==> config.mk <==
export PLATFORM = sky130hd
export DESIGN_NAME = if_fetch_queue
export DESIGN_NICKNAME = d
export VERILOG_FILES = /design/src/rtl/mips_pkg.sv /design/src/rtl/fetch_fifo.sv /design/src/rtl/if_fetch_queue.sv
export SDC_FILE = /design/constraint.sdc
export NUM_CORES = 1
export LEC_CHECK = 0
export ABC_AREA = 1
export CAP_MARGIN = 20
export CORE_MARGIN = 2
export CORE_UTILIZATION = 65
export CTS_BUF_LIST = sky130_fd_sc_hd__clkbuf_4 sky130_fd_sc_hd__clkbuf_8
export DETAILED_ROUTE_END_ITERATION = 10
export DONT_BUFFER_PORTS = 1
export GPL_TIMING_DRIVEN = 0
export PLACE_DENSITY = 0.8
export SLEW_MARGIN = 20
export SYNTH_ARGS = -nofsm -noshare
export SYNTH_HDL_FRONTEND = slang
export SYNTH_HIERARCHICAL = 1
export SYNTH_SLANG_ARGS = --single-unit
==> constraint.sdc <==
create_clock -name CLK -period 5.2 [get_ports CLK]
set_input_delay 0.26 -clock CLK [delete_from_list [all_inputs] [get_ports CLK]]
set_output_delay 0.26 -clock CLK [all_outputs]
set_load 0.01 [all_outputs]
==> src/rtl/mips_pkg.sv <==
// Shared constants and types for the MIPS front end.
// Fetch-queue entries pair an instruction with its PC+4.
package mips_pkg;

    localparam int XLEN = 32;

    localparam logic [XLEN-1:0] INSTR_NOP = 32'h0;

    localparam logic [XLEN-1:0] RESET_PC_DEF = 32'h0000_0000;

    typedef struct packed {
        logic [XLEN-1:0] instr;
        logic [XLEN-1:0] npc;
    } fetch_entry_t;

endpackage

==> src/rtl/fetch_fifo.sv <==
// Circular prefetch buffer of fetch entries.
// Flush empties it in one cycle; storage itself is never cleared.
module fetch_fifo
    import mips_pkg::*;
#(
    parameter int DEPTH = 4
) (
    input  logic                       CLK,
    input  logic                       reset,
    input  logic                       push,
    input  fetch_entry_t               push_data,
    input  logic                       pop,
    input  logic                       flush,
    output fetch_entry_t               head,
    output logic [$clog2(DEPTH):0]     count
);

    localparam int PW = $clog2(DEPTH);

    fetch_entry_t   mem [DEPTH];
    logic [PW-1:0]  wr_ptr;
    logic [PW-1:0]  rd_ptr;

    // Pointer and occupancy bookkeeping; flush restarts from slot 0.
    always_ff @(posedge CLK or posedge reset) begin
        if (reset) begin
            wr_ptr <= '0;
            rd_ptr <= '0;
            count  <= '0;
        end else if (flush) begin
            wr_ptr <= '0;
            rd_ptr <= '0;
            count  <= '0;
        end else begin
            if (push) wr_ptr <= wr_ptr + 1'b1;
            if (pop)  rd_ptr <= rd_ptr + 1'b1;
            count <= count + {{PW{1'b0}}, push} - {{PW{1'b0}}, pop};
        end
    end

    // Entry storage; a flushed write is dropped.
    always_ff @(posedge CLK) begin
        if (push && !flush) mem[wr_ptr] <= push_data;
    end

    assign head = mem[rd_ptr];

endmodule

==> src/rtl/if_fetch_queue.sv <==
// Fetch front end: owns the PC, issues imem reads under a credit
// limit and queues returned words with their PC+4 for decode.
module if_fetch_queue
    import mips_pkg::*;
#(
    parameter int          DEPTH    = 4,
    parameter int          ADDR_W   = 7,
    parameter logic [31:0] RESET_PC = RESET_PC_DEF
) (
    input  logic              CLK,
    input  logic              reset,
    input  logic              redirect,
    input  logic [31:0]       redirect_pc,
    output logic              imem_req,
    output logic [ADDR_W-1:0] imem_addr,
    input  logic [31:0]       imem_rdata,
    input  logic              id_stall,
    output logic              if_valid,
    output logic [31:0]       if_instr,
    output logic [31:0]       if_next_pc
);

    localparam int CW = $clog2(DEPTH) + 1;

    logic [XLEN-1:0] pc;
    logic [XLEN-1:0] inflight_npc;
    logic            inflight;
    logic [CW-1:0]   count;
    logic [CW-1:0]   credit;
    logic            push;
    logic            pop;
    fetch_entry_t    head;
    fetch_entry_t    push_data;
    logic            unused_bits;

    // Outstanding words (buffered plus in flight) must leave room.
    assign credit   = count + {{(CW-1){1'b0}}, inflight};
    assign imem_req = !reset && !redirect && (credit < CW'(DEPTH));
    assign imem_addr = pc[ADDR_W+1:2];

    assign push      = inflight && !redirect;
    assign pop       = if_valid && !id_stall;
    assign push_data = '{instr: imem_rdata, npc: inflight_npc};

    // PC advance, redirect reload and in-flight tracking.
    always_ff @(posedge CLK or posedge reset) begin
        if (reset) begin
            pc           <= RESET_PC;
            inflight     <= 1'b0;
            inflight_npc <= '0;
        end else if (redirect) begin
            pc       <= {redirect_pc[31:2], 2'b00};
            inflight <= 1'b0;
        end else if (imem_req) begin
            pc           <= pc + 32'd4;
            inflight     <= 1'b1;
            inflight_npc <= pc + 32'd4;
        end else begin
            inflight <= 1'b0;
        end
    end

    fetch_fifo #(
        .DEPTH     (DEPTH)
    ) u_fifo (
        .CLK       (CLK),
        .reset     (reset),
        .push      (push),
        .push_data (push_data),
        .pop       (pop),
        .flush     (redirect),
        .head      (head),
        .count     (count)
    );

    assign if_valid   = (count != '0);
    assign if_instr   = if_valid ? head.instr : INSTR_NOP;
    assign if_next_pc = if_valid ? head.npc : 32'h0;

    assign unused_bits = ^{redirect_pc[1:0], pc[31:ADDR_W+2], pc[1:0]};

endmodule

; ---- Word-level counts from Yosys, hierarchy flattened
; Memories as Yosys holds them, arrays and structs flattened.
; Cells that the tools add are included.
[word_totals]
regBits = 72
ram_bits = 256
input_bits = 68
out_inout_bits = 73
memories = 1
[mem_list]
columns = memory, depth, width, read_ports, rd_clocked_by_memory_dff, wr, line_no
row1 = u_fifo.mem, 4, 64, 1, 0, 1, fetch_fifo.sv:20  ; fetch_entry_t mem [DEPTH];
[classes]
addsub = 6
magnitude_cmp = 1
mux = 13
bitwise = 1
reduce_logical = 13
[ops]
columns = op, count
row1 = $mux W32, 4
row2 = $add A32 B3 Y32 const B, 1
row3 = $mux W2, 4
row4 = $add A3 B1 Y3, 2
row5 = $reduce_bool A2 Y1, 3
row6 = $logic_and A1 B1 Y1, 5
row7 = $add A2 B1 Y2 const B, 2
row8 = $mux W1, 4
row9 = $logic_not A1 Y1, 3
row10 = $lt A3 B3 Y1 const B, 1
row11 = $mux W3, 1
row12 = $reduce_bool A3 Y1, 1
row13 = $sub A3 B1 Y3, 1
row14 = $reduce_and A2 Y1, 1
row15 = $not A1 Y1, 1

; ---- Depth between registers and ports, before layout
[logic_depth]
depth_word = 5
ltp_mapped = 12
mapped_depth_nobuf = 11

; ---- By module
; The synthesis kept the hierarchy.
[by_module_without_submodules]
columns = module, n_inst, cells_each, area_each_um2, seq_area_each_um2
row1 = fetch_fifo, 1, 798, 10535.1, 7862.5
row2 = if_fetch_queue, 1, 620, 4007.6, 1526.5

; ---- Worst setup path before layout
; No wires, ideal clock.
[synth_path]
kind = input to register
start = input redirect
end = memory u_fifo/mem[0][0] (netlist bit), enable pin
setup_ps = 486
t_arrival_ps = 3620
t_required_ps = 4714
setup_slack_ps = 1093
path_stages = 5
n_path_buf = 2
path_cell_list = buf_2 > clkbuf_1 > nor2_1 > nand2_1 > nor2_1
[synth_between]
elab_chain_len = 5
[synth_rtl]
columns = element, line_no
row1 = from (decl), if_fetch_queue.sv:12  ; input logic redirect,
row2 = $logic_not A1 Y1, if_fetch_queue.sv:41  ; assign push = inflight && !redirect;
row3 = $logic_and A1 B1 Y1, if_fetch_queue.sv:41
row4 = via push, if_fetch_queue.sv:30  ; logic push;
row5 = $logic_and A1 B1 Y1, fetch_fifo.sv:43  ; if (push && !flush) mem[wr_ptr] <= push_data;
row6 = $mux W1, fetch_fifo.sv:43
row7 = $mux W1 (implied by the code), fetch_fifo.sv:43
row8 = to (decl), fetch_fifo.sv:20
; The timed path passes the listed nets, and every way through them passes these cells.

; ---- Worst setup path in the final report
[layout_path]
start = register u_fifo.count[1]
end = register u_fifo.count[2]
[layout_between]
elab_chain_len = 4
[layout_rtl]
columns = element, line_no
row1 = from (decl), fetch_fifo.sv:15  ; output logic [$clog2(DEPTH):0] count
row2 = from (signal assigned), fetch_fifo.sv:37  ; count <= count + {{PW{1'b0}}, push} - {{PW{1'b0}}, pop};
row3 = $reduce_bool A3 Y1, if_fetch_queue.sv:76  ; assign if_valid = (count != '0);
row4 = $logic_and A1 B1 Y1, if_fetch_queue.sv:42  ; assign pop = if_valid && !id_stall;
row5 = via pop, if_fetch_queue.sv:31  ; logic pop;
row6 = $sub A3 B1 Y3, fetch_fifo.sv:37
row7 = $mux W3, fetch_fifo.sv:30  ; end else if (flush) begin
; The timed path passes the listed nets, and every way through them passes these cells.
; A chain may end at the register's enable or synchronous reset.

==> results.md <==
| Item | Reported | Unit |
| --- | --- | --- |
| Gates resized, CTS repair | 0 | - |
| Worst hold slack | 0.140 | ns |
| Final Util | 77.6 | % |
| First drt pass iteration count | 5 | - |
| Worst vdd ir | 0.305 | mV |
| Cell row count | 54 | - |
| Number of antenna violations at the first check in global routing | 1 | - |
| Synth-to-Final Area Change | 16.9 | % |
| Critical-path top delay cell | sky130_fd_sc_hd__nor3_1 | - |
| Remaining global-route overflow | 0 | - |
| Number of synthesis warnings | 6 | - |
| Share of flip-flops with an asynchronous set or reset | 21.0 | % |
| Clock tree root buffer cell | sky130_fd_sc_hd__clkbuf_8 | - |
| Power Dens Cells | 439 | nW/um^2 |
| Detailed Route WL | 33.3 | mm |
| Path depth of the worst reg2reg path | 11 | - |
| Tmin final | 3.11 | ns |
| Number of hold buffers added after CTS | 65 | - |
| Total die area | 23600 | sq um |
| Slew HR | 38.2 | % |
| Wire per inst | 17.8 | um |
| Number of antenna-violating nets in the routed design | 0 | - |
| Result of the run | finished clean | - |
| # Max-Cap Violations | 0 | - |
| Setup repair after global routing missed its margin | false | - |
| Count of flip-flops with a built-in enable after synthesis | 256 | - |
| Number of sinks handled by clock tree synthesis | 324 | - |
| Post-synthesis cell area | 14500 | sq um |
| Port-buffer cells | 0 | - |
| Number of clock buffers inserted by TritonCTS | 50 | - |
| Deepest level of the CTS H-tree | 2 | - |
| Type of the worst setup path | register to register | - |
| Cell chain of the critical path | nor3_1, buf_2, nor2_1, ha_1, inv_1, ha_1, inv_1, fa_1, nand3_1, nand2_1, nor2_1 | - |
| Min-Delay Path Class | input port to asynchronous set/reset pin | - |
| Clock transition at path regs | 0.06 | ns |
| Post-CTS setup buffer count | 0 | - |
| # IOs | 141 | - |
| Worst skew pair latency | 0.56 | ns |
| Combined area of the multi-input logic cells | 3760 | sq um |
| Endpoint class of the critical path | register | - |
| Crit-path max cell delay | 0.78 | ns |
| Most common library cell in the layout ignoring fill and taps | sky130_fd_sc_hd__nand2_1 | - |
| Total number of vias | 10400 | - |
| Via density | 5.52 | - |
| Leading cell types in the layout, fill and taps excluded | 343 x sky130_fd_sc_hd__nand2_1, 256 x sky130_fd_sc_hd__edfxtp_1, 253 x sky130_fd_sc_hd__inv_1 | - |
| Layout Skew | 0.0197 | ns |
| TritonCTS clock tree | done | - |
| Post-synthesis sequential element count | 324 | - |
| Maximum number of buffers from clock root to sink | 3 | - |
| Starting Density | 66.4 | % |
| Critical path fanouts, max | 10 | - |
| Final period utilization | 59.9 | % |
| Pins over their slew limit | 0 | - |
| Dominant synthesized flop cell | sky130_fd_sc_hd__edfxtp_1 | - |
| Count of endpoints failing setup in the final report | 0 | - |
| Unique cell type count in the Yosys netlist | 34 | - |
| Launching point of the worst reg2reg path | u_fifo/count[1] | - |
| Crit path launch type | register | - |
| Fraction of layout instances using a drive strength above 1 | 12.3 | % |
| Slew at the pin with the worst max-slew slack | 0.920 | ns |
| Via count of the first global-routing pass | 10500 | - |
| Register Area | 9390 | sq um |
| Total core area | 21900 | sq um |
| Worst EP arrival | 3.59 | ns |
| Maximum operating frequency | 0.321 | GHz |
| Global-route usage over all layers | 28.7 | % |
| Placer congestion estimate | 0.963 | - |
| Required @ worst endpoint | 5.68 | ns |
| Die X | 154 | um |
| Die Y-Extent | 154 | um |
| P_leak | 7.39 | nW |
| Nets@finish | 1631 | - |
| Pin count of the biggest net entering global routing | 57 | - |
| DRC violation count after routing | 0 | - |
| Register area share after synthesis | 64.6 | % |
| Crit path from | u_fifo/count[1] | - |
| Post-Syn Area per Cell | 10.3 | sq um |
| First-pass GRT wire length | 53.4 | mm |
| DRT iter0 DRCs | 933 | - |
| Post-Syn Instances | 1418 | - |
| Placed wire-length estimate after detailed placement | 21.6 | mm |
| Filler instances | 1300 | - |
| Number of hold violations in the final report | 0 | - |
-- critical path, delay by kind of cell (launching register included) --
family        cells  cell delay, ns
flops             1            0.47
simple gates      5            1.20
fa+ha+maj         3            0.84
buf+inv           3            0.54
-- layer usage --
layer  track usage [%]  up-vias  part of all wire (%)
met5                 0        -                     0
met4              11.6        0                   3.4
met3              4.76       74                   7.4
met2              49.2      467                    50
met1              36.7     4926                    39
li1                  -     4886                     -
-- synthesized netlist by cell type, types with 2 or more instances --
| library cell | instances | area share (%) |
|---|---|---|
| sky130_fd_sc_hd__xnor2_1 | 2 | 0.12 |
| sky130_fd_sc_hd__inv_2 | 4 | 0.10 |
| sky130_fd_sc_hd__nor2_4 | 6 | 0.46 |
| sky130_fd_sc_hd__inv_1 | 254 | 6.6 |
| sky130_fd_sc_hd__buf_6 | 20 | 1.5 |
| sky130_fd_sc_hd__o211ai_1 | 68 | 3.5 |
| sky130_fd_sc_hd__nand2_1 | 343 | 8.9 |
| sky130_fd_sc_hd__nor2_8 | 3 | 0.41 |
| sky130_fd_sc_hd__o21ai_1 | 40 | 1.4 |
| sky130_fd_sc_hd__a21oi_1 | 65 | 2.2 |
| sky130_fd_sc_hd__edfxtp_1 | 256 | 53 |
| sky130_fd_sc_hd__dfrtp_1 | 68 | 12 |
| sky130_fd_sc_hd__nand4_1 | 5 | 0.22 |
| sky130_fd_sc_hd__xor2_1 | 6 | 0.36 |
| sky130_fd_sc_hd__clkbuf_1 | 9 | 0.23 |
| sky130_fd_sc_hd__o21bai_1 | 3 | 0.15 |
| sky130_fd_sc_hd__buf_4 | 8 | 0.41 |
| sky130_fd_sc_hd__nor2_1 | 107 | 2.8 |
| sky130_fd_sc_hd__ha_1 | 7 | 0.60 |
| sky130_fd_sc_hd__nand2_4 | 5 | 0.39 |
| sky130_fd_sc_hd__nand3_1 | 44 | 1.5 |
| sky130_fd_sc_hd__o21ai_0 | 42 | 1.4 |
| sky130_fd_sc_hd__nand2_2 | 6 | 0.26 |
| sky130_fd_sc_hd__nor2_2 | 7 | 0.30 |
| sky130_fd_sc_hd__clkbuf_2 | 5 | 0.17 |
| sky130_fd_sc_hd__buf_2 | 27 | 0.93 |
-- worst paths after layout --
| check | to | slack (ns) |
|---|---|---|
| max | u_fifo/count[2] | 2.09 |
| min | inflight_npc[3] | 0.14 |
| max reg2reg | u_fifo/count[2] | 2.09 |
| min reg2reg | u_fifo/mem[2][8] | 0.53 |
| max in group asynchronous | pc[19] | 4.56 |
| min in group CLK | pc[30] | 0.21 |
-- area by class of cell --
class / instances / share of cell area (%)
inverter: 259 / 5.75
clock buffer: 74 / 5.40
timing repair buffer: 78 / 5.76
clock inverter: 19 / 0.847
antenna: 1 / 0.0147
sequential: 324 / 55.2
buffer: 69 / 2.82
multi-input combinational: 773 / 22.1
tap: 280 / 2.06
-- cells by family (layout without fill, tap and decap cells) --
group	count (synthesis)	count (layout)	synth area share, %
adder cells (fa/ha/maj)	8	8	0.740
buffers and inverters	328	499	10.0
AO/OA/AOI/OAI	219	219	8.78
XOR/XNOR	8	8	0.482
AND/OR/NAND/NOR	530	530	15.4
flip-flops	324	324	64.6
other	1	9	0.0258
-- per-stage QoR --
stage	setup WS [ns]	total power, mW	instance area, sq um	std cells	TNS [ns]
after floorplan	1.09	4.72	14600	1425	0
after global placement	-1.08	5.16	14900	1705	-258.98
after detailed placement	2.14	5.25	15300	1718	0
after CTS	2.10	7.48	17000	1876	0
after global routing	1.85	7.87	17000	1877	0
final	2.09	7.47	17000	1877	0
-- registers in the layout (all words and copies together), names as in the netlist --
name,flops
inflight_npc,30
u_fifo/rd_ptr,2
u_fifo/count,3
pc,30
inflight,1
u_fifo/mem,256
u_fifo/wr_ptr,2
-- power by group --
part | leakage (nW) | total (mW) | internal (mW) | switching [mW]
clock | 0.559 | 2.18 | 1.24 | 0.942
sequential | 3.16 | 3.38 | 3.13 | 0.249
combinational | 3.67 | 1.91 | 0.607 | 1.31
total | 7.39 | 7.47 | 4.97 | 2.50
(Power assumes the default switching activity.)
